==> src/rtl/cla_pipe_addsub_if.sv <==
// Operand/result handshake bundle for cla_pipe_addsub.
// master: in_valid,a,b,cin,sub,out_ready out; slave: in_ready,out_valid,sum,cout,ovf,zero out.
interface cla_pipe_addsub_if #(
   parameter int WIDTH = 12
);
   logic             in_valid;
   logic             in_ready;
   logic [WIDTH-1:0] a;
   logic [WIDTH-1:0] b;
   logic             cin;
   logic             sub;
   logic             out_valid;
   logic             out_ready;
   logic [WIDTH-1:0] sum;
   logic             cout;
   logic             ovf;
   logic             zero;

   modport master (
      output in_valid, a, b, cin, sub, out_ready,
      input  in_ready, out_valid, sum, cout, ovf, zero
   );

   modport slave (
      input  in_valid, a, b, cin, sub, out_ready,
      output in_ready, out_valid, sum, cout, ovf, zero
   );
endinterface

==> src/rtl/cla_pipe_addsub.sv <==
// Pipelined carry-lookahead add/sub, one SW-bit slice per stage, valid/ready flow.
// Ports: clk, rst (sync, active high), io (slave): operands in, sum/cout/ovf/zero out.
module cla_pipe_addsub #(
   parameter int WIDTH  = 12,
   parameter int STAGES = 3,
   parameter int BLOCK  = 4
) (
   input logic         clk,
   input logic         rst,
   cla_pipe_addsub_if.slave io
);
   localparam int SW = WIDTH / STAGES;
   localparam int NG = SW / BLOCK;
   localparam int L  = STAGES - 1;

   wire [STAGES-1:0] acc;

   assign io.in_ready = acc[0];

   for (genvar s = 0; s < STAGES; s++) begin : g_st
      // ua/ub: operand bits from this slice upward (already skewed)
      localparam int UW = WIDTH - s * SW;
      localparam int LW = (s + 1) * SW;

      logic [UW-1:0] ua;
      logic [UW-1:0] ub;
      logic          ci;
      logic          vi;
      logic [SW-1:0] sl_sum;
      logic [SW:0]   sl_c;
      logic [LW-1:0] sum_n;
      logic [LW-1:0] sum_q;
      logic          c_q;
      logic          v_q;

      if (s == 0) begin : g_in
         assign ua    = io.a;
         assign ub    = io.b ^ {WIDTH{io.sub}};
         assign ci    = io.cin ^ io.sub;
         assign vi    = io.in_valid;
         assign sum_n = sl_sum;
      end else begin : g_in
         assign ua    = g_st[s-1].g_fwd.a_q;
         assign ub    = g_st[s-1].g_fwd.b_q;
         assign ci    = g_st[s-1].c_q;
         assign vi    = g_st[s-1].v_q;
         assign sum_n = {sl_sum, g_st[s-1].sum_q};
      end

      if (s == L) begin : g_acc
         assign acc[s] = !v_q | io.out_ready;
      end else begin : g_acc
         assign acc[s] = !v_q | acc[s+1];
      end

      // Two-level g/p inside each BLOCK group; group carries ripple.
      always_comb begin
         logic [SW-1:0] g;
         logic [SW-1:0] p;
         logic [SW:0]   c;
         logic          t;
         logic          pr;
         g    = ua[SW-1:0] & ub[SW-1:0];
         p    = ua[SW-1:0] ^ ub[SW-1:0];
         c    = '0;
         c[0] = ci;
         t    = 1'b0;
         pr   = 1'b1;
         for (int j = 0; j < NG; j++) begin
            for (int k = 0; k < BLOCK; k++) begin
               t  = g[j*BLOCK+k];
               pr = p[j*BLOCK+k];
               for (int m = k - 1; m >= 0; m--) begin
                  t  = t | (pr & g[j*BLOCK+m]);
                  pr = pr & p[j*BLOCK+m];
               end
               c[j*BLOCK+k+1] = t | (pr & c[j*BLOCK]);
            end
         end
         sl_c   = c;
         sl_sum = p ^ c[SW-1:0];
      end

      always_ff @(posedge clk) begin
         if (rst) begin
            v_q   <= 1'b0;
            c_q   <= 1'b0;
            sum_q <= '0;
         end else if (acc[s]) begin
            v_q   <= vi;
            c_q   <= sl_c[SW];
            sum_q <= sum_n;
         end
      end

      if (s < L) begin : g_fwd
         logic [UW-SW-1:0] a_q;
         logic [UW-SW-1:0] b_q;

         always_ff @(posedge clk) begin
            if (rst) begin
               a_q <= '0;
               b_q <= '0;
            end else if (acc[s]) begin
               a_q <= ua[UW-1:SW];
               b_q <= ub[UW-1:SW];
            end
         end
      end else begin : g_out
         // c_(WIDTH-1) and zero are registered so outputs are pure flops
         logic cm_q;
         logic z_q;

         always_ff @(posedge clk) begin
            if (rst) begin
               cm_q <= 1'b0;
               z_q  <= 1'b0;
            end else if (acc[s]) begin
               cm_q <= sl_c[SW-1];
               z_q  <= (sum_n == '0);
            end
         end

         assign io.sum       = sum_q;
         assign io.cout      = c_q;
         assign io.ovf       = c_q ^ cm_q;
         assign io.zero      = z_q;
         assign io.out_valid = v_q;
      end
   end
endmodule

==> src/flat_wrapper.sv <==
// flat-port wrapper written by rule: the top's interface ports become plain ports
module cla_pipe_addsub_flat 
#(
   parameter int WIDTH  = 12,
   parameter int STAGES = 3,
   parameter int BLOCK  = 4
)
  (clk, rst, io_in_valid, io_a, io_b, io_cin, io_sub, io_out_ready, io_in_ready, io_out_valid, io_sum, io_cout, io_ovf, io_zero);
  cla_pipe_addsub_if #(.WIDTH(WIDTH)) io_i ();
  input logic clk;
  input logic rst;
  input wire logic [$bits(io_i.in_valid)-1:0] io_in_valid;
  input wire logic [$bits(io_i.a)-1:0] io_a;
  input wire logic [$bits(io_i.b)-1:0] io_b;
  input wire logic [$bits(io_i.cin)-1:0] io_cin;
  input wire logic [$bits(io_i.sub)-1:0] io_sub;
  input wire logic [$bits(io_i.out_ready)-1:0] io_out_ready;
  output wire logic [$bits(io_i.in_ready)-1:0] io_in_ready;
  output wire logic [$bits(io_i.out_valid)-1:0] io_out_valid;
  output wire logic [$bits(io_i.sum)-1:0] io_sum;
  output wire logic [$bits(io_i.cout)-1:0] io_cout;
  output wire logic [$bits(io_i.ovf)-1:0] io_ovf;
  output wire logic [$bits(io_i.zero)-1:0] io_zero;
  assign io_i.in_valid = io_in_valid;
  assign io_i.a = io_a;
  assign io_i.b = io_b;
  assign io_i.cin = io_cin;
  assign io_i.sub = io_sub;
  assign io_i.out_ready = io_out_ready;
  assign io_in_ready = io_i.in_ready;
  assign io_out_valid = io_i.out_valid;
  assign io_sum = io_i.sum;
  assign io_cout = io_i.cout;
  assign io_ovf = io_i.ovf;
  assign io_zero = io_i.zero;
  cla_pipe_addsub #(.WIDTH(WIDTH), .STAGES(STAGES), .BLOCK(BLOCK)) u_core (.clk(clk), .rst(rst), .io(io_i));
endmodule
==> config.mk <==
export PLATFORM = sky130hd
export DESIGN_NAME = cla_pipe_addsub_flat
export DESIGN_NICKNAME = d
export VERILOG_FILES = /design/src/rtl/cla_pipe_addsub_if.sv /design/src/rtl/cla_pipe_addsub.sv /design/src/flat_wrapper.sv
export SDC_FILE = /design/constraint.sdc
export NUM_CORES = 1
export LEC_CHECK = 0
export BUFFER_PORTS_ARGS = -buffer_cell sky130_fd_sc_hd__buf_2
export CAP_MARGIN = 40
export CORE_UTILIZATION = 55
export DETAILED_ROUTE_END_ITERATION = 6
export GPL_TIMING_DRIVEN = 0
export PLACE_DENSITY = 0.84
export SLEW_MARGIN = 20
export SYNTH_ARGS = -nofsm -noshare
export SYNTH_HDL_FRONTEND = slang
export SYNTH_SLANG_ARGS = --single-unit
export TNS_END_PERCENT = 100
==> constraint.sdc <==
create_clock -name clk -period 2.69 [get_ports clk]
set_clock_uncertainty 0.15 [all_clocks]
set_input_delay 0.269 -clock clk [delete_from_list [all_inputs] [get_ports clk]]
set_output_delay 0.269 -clock clk [all_outputs]
set_load 0.01 [all_outputs]
## Word-level counts from Yosys, hierarchy flattened

Index checks and enable logic that the tools add are counted.

- Bitwise operators: 93
- Reduce and logical (&&, ||, !) cells: 4

Operators by type and width:

| operator | count |
|---|---|
| AND 1 bit | 48 |
| OR 1 bit | 33 |
| XOR 4 bit | 6 |
| AND 4 bit | 3 |
| logical NOT 12 bit | 1 |
| XOR 12 bit | 1 |
| logical NOT 1 bit | 3 |
| XOR 1 bit | 2 |

- Input port bits: 30
- Bits in registers: 56
- Word-level logic and storage cells: 112
- Output and inout port bits: 17

## Longest topological paths before layout

Gate-level depths: netlist of run 1.

- Depth after elaboration: 7
- Depth in mapped cells: 8
- Mapped depth without buffers: 6

## Worst setup path before layout of run 1

Ideal clock, no wire load.

- Kind: input port to flip-flop
- Start point: input port io_sub
- End point: register u_core.g_st[0].c_q
- Cell stages on the path: 8
- Slack: 0.655 ns
- Data required time: 2.437 ns
- Arrival: 1.781 ns
- Buffers on the path: 2
- Setup time: 0.103 ns
- Cell sequence: buf_6 buf_2 xor2_1 ha_1 nand3_1 o211ai_4 nor4_2 a2111oi_2

- Cells in the longest elaborated chain, start to end: 7
- Elaborated cells on any way between the ends: 15
- Classes of those cells: bitwise (15)

RTL lines:

| element | line | text |
|---|---|---|
| start: declaration | flat_wrapper.sv:16 | `input wire logic [$bits(io_i.sub)-1:0] io_sub;` |
| XOR 12 bit | cla_pipe_addsub.sv:38 | `assign ub = io.b ^ {WIDTH{io.sub}};` |
| XOR 4 bit / AND 4 bit (equally long branches) | cla_pipe_addsub.sv:64, cla_pipe_addsub.sv:63 |  |
| AND 1 bit (on tied branches) | cla_pipe_addsub.sv:74, cla_pipe_addsub.sv:75 |  |
| OR 1 bit (tied with other cells) (2 in a row) | cla_pipe_addsub.sv:74 | `t = t \| (pr & g[j*BLOCK+m]);` |
| OR 1 bit / AND 1 bit (equally long branches) | cla_pipe_addsub.sv:74, cla_pipe_addsub.sv:77 |  |
| OR 1 bit * | cla_pipe_addsub.sv:77 | `c[j*BLOCK+k+1] = t \| (pr & c[j*BLOCK]);` |
| end signal: assignment | cla_pipe_addsub.sv:91 | `c_q <= sl_c[SW];` |
| end: declaration | cla_pipe_addsub.sv:33 | `logic c_q;` |

Every way passes the cells marked *; elsewhere a longest branch is shown, timed or not.
A chain may end at the register's enable or synchronous reset.

## Worst setup path after layout of run 1

- Start point: register u_core.g_st[1].v_q
- End point: output port io_in_ready

- Cells in the longest elaborated chain, start to end: 3

RTL lines:

| element | line | text |
|---|---|---|
| start: declaration | cla_pipe_addsub.sv:34 | `logic v_q;` |
| start signal: assignment | cla_pipe_addsub.sv:90 | `v_q <= vi;` |
| logical NOT 1 bit | cla_pipe_addsub.sv:53 | `assign acc[s] = !v_q \| acc[s+1];` |
| OR 1 bit (2 in a row) | cla_pipe_addsub.sv:53 |  |
| end: declaration | flat_wrapper.sv:18 | `output wire logic [$bits(io_i.in_ready)-1:0] io_in_ready;` |

Every way passes these cells.

==> impl_metrics.yaml, run 1 <==
worst_hold_path:
  hold_class: "primary input to flip-flop"
  worstHoldStart: "io_in_valid"
clock_tree:
  cts-buffers-inserted: 5
  path_clk_slew_ns: 0.10
  clk_latency_ns: 0.32
  clock-root-buffer: "clkbuf_8"
  cts_buffer_depth: 2
  hold_buffers: 0
  clkSinkCount: 56
  postCtsSetupBuffers: 0
  htreeDepth: 2
  cts_tree: "yes"
  postCtsResizedCells: 0
yosys:
  synth_simple_gate_area_share_pct: 20.13
  synth.avg_cell_area_sq_um: 8.570
  synth_flop_cell: "dfxtp_1"
  synthArstFlopShare_pct: 0
  synth_fa_ha_area_share_pct: 8.015
  synth_xor_area_share_pct: 7.061
  synth-compound-area-share_pct: 16.75
  ys_seq_area_share_pct: 42.75
  synth-edff-count: 0
  ys_ff_latch: 56
  ys_warn_count: 0
  synth_area_sq_um: 2623
  synth_top_family_by_area: "simple AND/OR/NAND/NOR gates"
  yosysTopAreaCellShare_pct: 42.75
  synthTopCellsByArea: "dfxtp_1 (43%), nand2_1 (9.4%), a21oi_1 (6.9%)"
  synth_commonest_cells: "nand2_1 (66), dfxtp_1 (56), a21oi_1 (36), nor2_1 (24)"
  synth_most_common_cell: "nand2_1"
  syn_inst: 306
  muxShareOfSynthArea_pct: 0
  syn_nets: 351
  yosysTopAreaCell: "dfxtp_1"
  ys_types: 45
power:
  p_leak_nw: 1.307
  pwr_density_cell_nw_per_um2: 556.0
  finalPower_mw: 1.668
  ir_worst_vdd_mv: 0.4615
cells_and_area:
  drive_above_1_share_pct: 20.06
  insertedDiodeCount: 0
  nFillCells: 390
  fin_area_sq_um: 3000
  final_nets: 403
  syn_to_final_growth_pct: 14.41
  utilization_pct: 67.06
  ff_latch_area_sq_um: 1121
  multi_input_area_sq_um: 1363
  final_cells: 411
grt:
  grt_pass1_wl_um: 8907
  grt_use_total_pct: 22.75
  top_usage_layer: "met2"
  grt_max_degree: 18
  overflow: 0
  grt_pass1_vias: 2039
  antenna_found_initial: 0
  use_met3_pct: 4.843
  met1_usage_pct: 27.51
  grt_use_met2_pct: 40.06
timing:
  fmax_mhz: 522.0
  worstMarginPinSlew_ns: 0.5360
  worst_slack_ns: 0.7742
  period_needed_ns: 1.916
  rsz0062_at_grt: "false"
  max-slew-margin-rel_pct: 63.95
  whs_ns: 0.01033
  fin_crit_sh_pct: 71.22
  setup_violations: 0
  hold_viol_final: 0
  report.final.slew_viol_count: 0
  timing.setup.tns_ns: 0
setup_path:
  critPathLaunchType: "flip-flop"
  critPathCaptureType: "output pin"
  r2r_start: "u_core.g_st[1].g_fwd.a_q[1]"
  critPathArrivalTime_ns: 1.50
  worstPathMaxFanout: 10
  criticalPathCategory: "flip-flop to output pin"
  worstPathRequired_ns: 2.27
  critPathLaunch: "u_core.g_st[1].v_q"
routing:
  wirelength_um: 5303
  drc: 3
  vias_per_cell: 5.414
  drt-pass1-iter-count: 6
  postRouteAntennaNets: 0
  vias: 2225
  wl_per_cell_um: 12.90
  first_iter_violations: 157
die:
  dieWidth_um: 71.05
  start_util_pct: 58.61
  die_area_sq_um: 5048
  io_pins: 47
  die_h_um: 71.05
  std_cell_rows: 24
  core_area_sq_um: 4474
run_status:
  status: "finished with violations"
  violations: "design-rule violations"
placement:
  gp_congestion: 0.8337
  post-place-ws_ns: 0.5196
  dp.cells: 403
  placed_area_sq_um: 2913
  dpl.hpwl_um: 4140
  portBuffers: 45
flow_run:
  maxCapViolations: 0
power by group:
part	total, mW	leakage [nW]	internal (mW)	switching (mW)
combinational	0.275	0.797	0.130	0.145
sequential	0.934	0.462	0.894	0.0405
clock	0.459	0.0479	0.182	0.277
total	1.67	1.31	1.21	0.462
registers in the layout, indices dropped and copies added, names as in the netlist, 2 cells and up:
register               count
u_core.g_st.g_fwd.a_q     12
u_core.g_st.g_fwd.b_q     12
u_core.io.sum             12
u_core.g_st.v_q            2
u_core.g_st.c_q            2
u_core.g_st.sum_q         12
logic make-up after synthesis:
| kind of cell | count (synthesis) |
|---|---|
| and+or+nand+nor | 119 |
| AOI/OAI and AO/OA | 68 |
| buffers and inverters | 29 |
| adders and majority gates | 15 |
| DFF | 56 |
| xor gates and xnor gates | 19 |
cell usage in the layout, fill, tap and decap left out, types with 3 or more instances in the layout:
cell / instances
a21oi_1: 36
dfxtp_1: 56
buf_2: 54
nor2_1: 24
nand3_1: 8
o21ai_0: 4
xor2_1: 9
inv_1: 9
nor3_1: 5
fa_1: 3
ha_1: 12
a211oi_1: 12
clkbuf_8: 5
clkbuf_1: 5
nand2_1: 66
buf_4: 3
nor4b_1: 3
xnor2_1: 9
worst max-delay path, cell delays in order (launching register included):
cell and delay (ns):
dfxtp_1 0.38, and4b_1 0.33, inv_2 0.11, buf_2 0.19
buf_2 0.15
final timing paths:
kind | endpoint | slack [ns] | depth (start not counted)
max reg2reg | u_core.io.cout | 0.92 | 5
max | io_in_ready | 0.77 | 4
min reg2reg | u_core.io.sum[1] | 0.31 | 2
min | u_core.g_st[0].v_q | 0.01 | 3
final cells by class:
cell class	count	area share (%)
well taps	52	2.168
clock buffers	5	2.294
plain buffers	19	3.378
inverters	10	1.251
clock inverters	3	0.6255
flip-flops and latches	56	37.36
multi-input cells	221	45.41
repair buffers	45	7.506
layer usage:
metal	vias up	routed length [um]
met5	-	0
li1	1151	-
met3	6	237
met2	62	2589
met1	1006	2405
met4	0	70
Note: power is estimated with default switching activity, not from simulation.
==> run 2: changes to the inputs <==
clock period = 1.9 ns   (was 2.69 ns; I/O delays follow)
==> run 2 against run 1 <==
Net effect: the flow finishes with violations (design-rule violations, negative hold slack); largest power group unchanged; register-to-register slack worse by 0.75 ns; core utilization up 3.2 points; clock power up 75%; critical path type unchanged; count of clock-buffer cells in the layout up 1; setup slack worse by 0.66 ns; highest routed layer unchanged; combinational power up 53%; largest cell class unchanged; global-route usage up 2.0 points.
==> impl_metrics.yaml, run 2 (synthesis results as in run 1) <==
clock_tree:
  cts_buffer_depth: 2
  cts-buffers-inserted: 5
  cts_tree: "yes"
  clock-root-buffer: "clkbuf_8"
  clk_latency_ns: 0.32
  path_clk_slew_ns: 0.10
  clkSinkCount: 56
  htreeDepth: 2
placement:
  dpl.hpwl_um: 4351
  portBuffers: 45
  gp_congestion: 0.8223
cells_and_area:
  final_nets: 413
  insertedDiodeCount: 0
  ff_latch_area_sq_um: 1121
  syn_to_final_growth_pct: 19.85
  drive_above_1_share_pct: 20.05
  multi_input_area_sq_um: 1375
  nFillCells: 368
  mostFrequentLayoutCells: "nand2_1 (66), dfxtp_1 (56), buf_2 (53)"
  final_common_cell: "nand2_1"
setup_path:
  critical_path.top_delay_family: "buffers and inverters"
  criticalPathCategory: "flip-flop to output pin"
  cpMostUsedCell: "buf_2"
  critPathLaunchType: "flip-flop"
  cp_num_buf_inv: 3
  worstPathMaxFanout: 10
  rrSetupSlack_ns: 0.17
  critPathArrivalTime_ns: 1.45
  worstPathRequired_ns: 1.56
  critPathCaptureType: "output pin"
  path_cells: "and4b_2, inv_2, buf_2, buf_2"
  cp_slowest_cell: "dfxtp_1"
  slowest_delay_ns: 0.34
grt:
  grt_pass1_vias: 2166
  grt_max_degree: 18
  grt_use_total_pct: 24.79
  grt_pass1_wl_um: 9632
  antenna_found_initial: 0
  overflow: 0
timing:
  hold_viol_final: 3
  max-slew-margin-rel_pct: 66.50
  fmax_mhz: 558.8
  setup_violations: 0
  report.final.slew_viol_count: 0
  period_needed_ns: 1.789
  rsz0062_at_grt: "false"
  timing.setup.tns_ns: 0
  fin_crit_sh_pct: 94.18
  worstMarginPinSlew_ns: 0.4980
  whs_ns: -0.004256
routing:
  wl_met1_um: 2546
  vias_per_cell: 5.511
  topRoutingLayerUsed: "met4"
  postRouteAntennaNets: 0
  drt-pass1-iter-count: 6
  first_iter_violations: 142
  met3_length_um: 325
  met2_length_um: 2948
  wl_per_cell_um: 14.10
  vias: 2320
  wirelength_um: 5936
  drc: 2
die:
  dieWidth_um: 71.05
  core_area_sq_um: 4474
  start_util_pct: 58.61
  die_h_um: 71.05
  io_pins: 47
  die_area_sq_um: 5048
  std_cell_rows: 24
flow_run:
  maxCapViolations: 0
worst_hold_path:
  hold_class: "primary input to flip-flop"
run_status:
  status: "finished with violations"
  violations: "design-rule violations, negative hold slack"
power:
  power.switching_fraction_pct: 26.71
  p_leak_nw: 1.362
  ir_worst_vdd_mv: 0.5307
  combPwrFrac_pct: 16.5
  p_clk_share_pct: 31.5
  pwr_density_cell_nw_per_um2: 810.4
  seq_power_share_pct: 52.0
  p_sw_mw: 0.6803
  p_int_mw: 1.867
==> run 2: cell count changes in the layout (fill, tap and decap cells not counted) <==
cell,before,now
inv_6,0,1
nand3_2,0,1
dlygate4sd3_1,0,10
nand3_1,8,7
nor4b_2,0,1
nor4b_1,3,2
buf_6,1,2
bufinv_16,0,1
and4b_2,0,1
and4b_1,1,0
clkinv_2,2,0
clkinv_4,1,0
buf_2,54,53
clkbuf_1,5,6
==> run 2: power groups by stage <==
stage / registers (mW) / logic, mW / clock network, mW
global route: 1.33 / 0.464 / 0.844
global placement: 1.35 / 0.384 / 0
floorplan: 1.34 / 0.278 / 0
detailed placement: 1.35 / 0.399 / 0
CTS: 1.32 / 0.416 / 0.790
finish: 1.32 / 0.420 / 0.802
==> run 2: stage by stage <==
| step | power [mW] | setup WS [ns] | util [%] | std cells | cell area, sq um |
|---|---|---|---|---|---|
| 6_report | 2.547 | 0.1105 | 70.25 | 421 | 3143 |
| 3_5_place_dp | 1.748 | -0.09477 | 65.35 | 403 | 2924 |
| 4_1_cts | 2.527 | 0.08684 | 69.85 | 420 | 3126 |
| 5_1_grt | 2.642 | 0.02041 | 70.25 | 421 | 3143 |
| 2_1_floorplan | 1.622 | 0.01237 | - | 306 | 2634 |
| 3_3_place_gp | 1.730 | -0.07033 | 65.35 | 403 | 2924 |
==> run 2: per-layer routing <==
metal / up-vias / global-route usage (%)
li1: 1170 / -
met2: 67 / 43.48
met5: - / 0
met1: 1071 / 28.43
met4: 0 / 11.78
met3: 12 / 5.983
==> run 2: final timing paths <==
check	startpoint	endpoint	depth (start not counted)
min reg2reg	u_core.io.sum[3]	u_core.io.sum[3]	2
max	u_core.g_st[1].v_q	io_in_ready	4
max reg2reg	u_core.g_st[1].g_fwd.b_q[0]	u_core.io.zero	5
min	io_b[7]	u_core.g_st[0].g_fwd.b_q[3]	3
==> run 2: area by class of cell <==
class	count	share of cell area (%)
multi-input combinational	221	43.75
timing repair buffer	55	10.35
buffer	19	3.424
tap	52	2.070
inverter	10	1.194
clock inverter	2	1.234
clock buffer	6	2.309
sequential	56	35.67
==> run 2: repair_timing <==
item / CTS / global route
hold buffers: 9 / 1
endpoints found under the hold margin: 9 / 1
resized for setup: 0 / 2
setup endpoints to repair: 0 / 2
setup buffers: 0 / 0
==> run 2: worst min-delay path: stages <==
cell      delay, ns
buf_2          0.08
xnor2_1        0.10
a211oi_1       0.06
==> run 3: changes to the inputs <==
CAP_MARGIN = 20   (was 40)
CORE_MARGIN = 2   (was not set)
CORE_UTILIZATION = 59   (was 55)
PLACE_DENSITY = 0.89   (was 0.84)
clock period = 2.3 ns   (was 1.9 ns; I/O delays follow)
==> run 3 against run 2 <==
Net effect: the flow now finishes without violations; final cell count shrank 2.6%; sequential cell count is the same; sequential share of layout area grew 1.6 points; global-route usage shrank 2.5 points; core utilization shrank 0.66 points; combinational power shrank 22%; via count shrank 3.9%; hold slack gained 0.012 ns; non-clock buffer count shrank 10; setup slack gained 0.29 ns; die area shrank 1.1%; critical path type unchanged; highest routed layer unchanged.
==> impl_metrics.yaml, run 3 (synthesis results as in run 1) <==
setup_path:
  worstPathRequired_ns: 1.92
  critPathCaptureType: "output pin"
  critPathLaunchType: "flip-flop"
  criticalPathCategory: "flip-flop to output pin"
  critPathArrivalTime_ns: 1.52
  worstPathMaxFanout: 10
grt:
  grt_use_total_pct: 22.31
  grt_max_degree: 16
  grt_pass1_wl_um: 8976
  overflow: 0
  antenna_found_initial: 0
  grt_pass1_vias: 2081
clock_tree:
  htreeDepth: 2
  cts_buffer_depth: 2
  cts_tree: "yes"
  postCtsResizedCells: 0
  clk_latency_ns: 0.31
  postCtsSetupBuffers: 0
  hold_buffers: 0
  cts-buffers-inserted: 5
  clock-root-buffer: "clkbuf_8"
  clkSinkCount: 56
  path_clk_slew_ns: 0.09
routing:
  drt-pass1-iter-count: 4
  vias_per_cell: 5.439
  wl_per_cell_um: 13.46
  postRouteAntennaNets: 0
  drc: 0
  wirelength_um: 5520
  first_iter_violations: 119
  vias: 2230
timing:
  worstMarginPinSlew_ns: 0.5624
  setup_violations: 0
  max-slew-margin-rel_pct: 62.51
  period_needed_ns: 1.902
  rsz0062_at_grt: "false"
  fin_crit_sh_pct: 82.70
  fmax_mhz: 525.8
  timing.setup.tns_ns: 0
  hold_viol_final: 0
  report.final.slew_viol_count: 0
cells_and_area:
  fin_area_sq_um: 3009
  multi_input_area_sq_um: 1363
  insertedDiodeCount: 0
  mostFrequentLayoutCells: "nand2_1 (66), dfxtp_1 (56), buf_2 (54)"
  final_nets: 403
  syn_to_final_growth_pct: 14.74
  ff_latch_area_sq_um: 1121
  nFillCells: 360
  drive_above_1_share_pct: 19.83
  final_common_cell: "nand2_1"
placement:
  portBuffers: 45
  gp_congestion: 0.8204
  dpl.hpwl_um: 4233
  placed_area_sq_um: 2913
power:
  pwr_density_cell_nw_per_um2: 659.9
  ir_worst_vdd_mv: 0.4180
  p_leak_nw: 1.310
die:
  dieWidth_um: 70.67
  die_h_um: 70.67
  core_area_sq_um: 4324
  start_util_pct: 60.65
  io_pins: 47
  std_cell_rows: 24
  die_area_sq_um: 4994
flow_run:
  maxCapViolations: 0
run_status:
  status: "finished clean"
worst_hold_path:
  hold_class: "primary input to flip-flop"
==> run 3: cell types whose count changed in the layout (fill, tap and decap cells not counted) <==
cell | before | now
and4b_1 | 0 | 1
and4b_2 | 1 | 0
buf_2 | 53 | 54
buf_6 | 2 | 1
bufinv_16 | 1 | 0
clkbuf_1 | 6 | 5
clkbuf_8 | 5 | 7
dlygate4sd3_1 | 10 | 0
inv_6 | 1 | 0
nand3_1 | 7 | 8
nand3_2 | 1 | 0
nor4b_1 | 2 | 3
nor4b_2 | 1 | 0
==> run 3: worst max-delay path, stage by stage (launching register included) <==
cell     delay (ns)
dfxtp_1        0.38
and4b_1        0.36
inv_2          0.12
buf_2          0.20
buf_2          0.15
==> run 3: stage by stage <==
step	hold WS (ns)	setup WS, ns	util, %	total power [mW]	cells
2_1_floorplan	0.2007	0.3044	-	1.336	306
3_5_place_dp	0.2951	0.1496	67.36	1.440	403
5_1_grt	0.01540	0.3152	69.59	2.071	410
6_report	0.008213	0.3980	69.59	1.986	410
3_3_place_gp	0.2878	0.2090	67.36	1.425	403
4_1_cts	0.01039	0.4158	69.59	1.985	410
==> run 3: layer usage <==
layer	vias up	global-route usage, %	wire [um]
met3	9	5.271	278
met1	1018	26.39	2444
li1	1144	-	-
met5	-	0	0
met4	0	9.015	103
met2	59	39.10	2694
==> run 3: layout make-up <==
| cell class | instances | share of cell area, % |
|---|---|---|
| buffer | 19 | 3.368 |
| clock buffer | 7 | 3.202 |
| inverter | 10 | 1.247 |
| multi-input combinational | 221 | 45.28 |
| sequential | 56 | 37.26 |
| tap | 52 | 2.162 |
| timing repair buffer | 45 | 7.484 |
==> run 3: final timing paths <==
kind                            slack (ns)  depth (start not counted)                     endpoint                        start
worst min register to register        0.30                          2             u_core.io.sum[2]             u_core.io.sum[2]
worst min-delay path                 0.008                          3  u_core.g_st[0].g_fwd.a_q[5]                      io_a[9]
worst max-delay path                  0.40                          4                  io_in_ready          u_core.io.out_valid
worst max register to register        0.55                          5               u_core.io.zero  u_core.g_st[1].g_fwd.b_q[0]
==> run 3: report_power, final <==
group	leakage (nW)	switching, mW	internal (mW)
Clock	0.0503	0.296	0.269
Combinational	0.797	0.173	0.153
Sequential	0.462	0.0496	1.05
Total	1.31	0.518	1.47
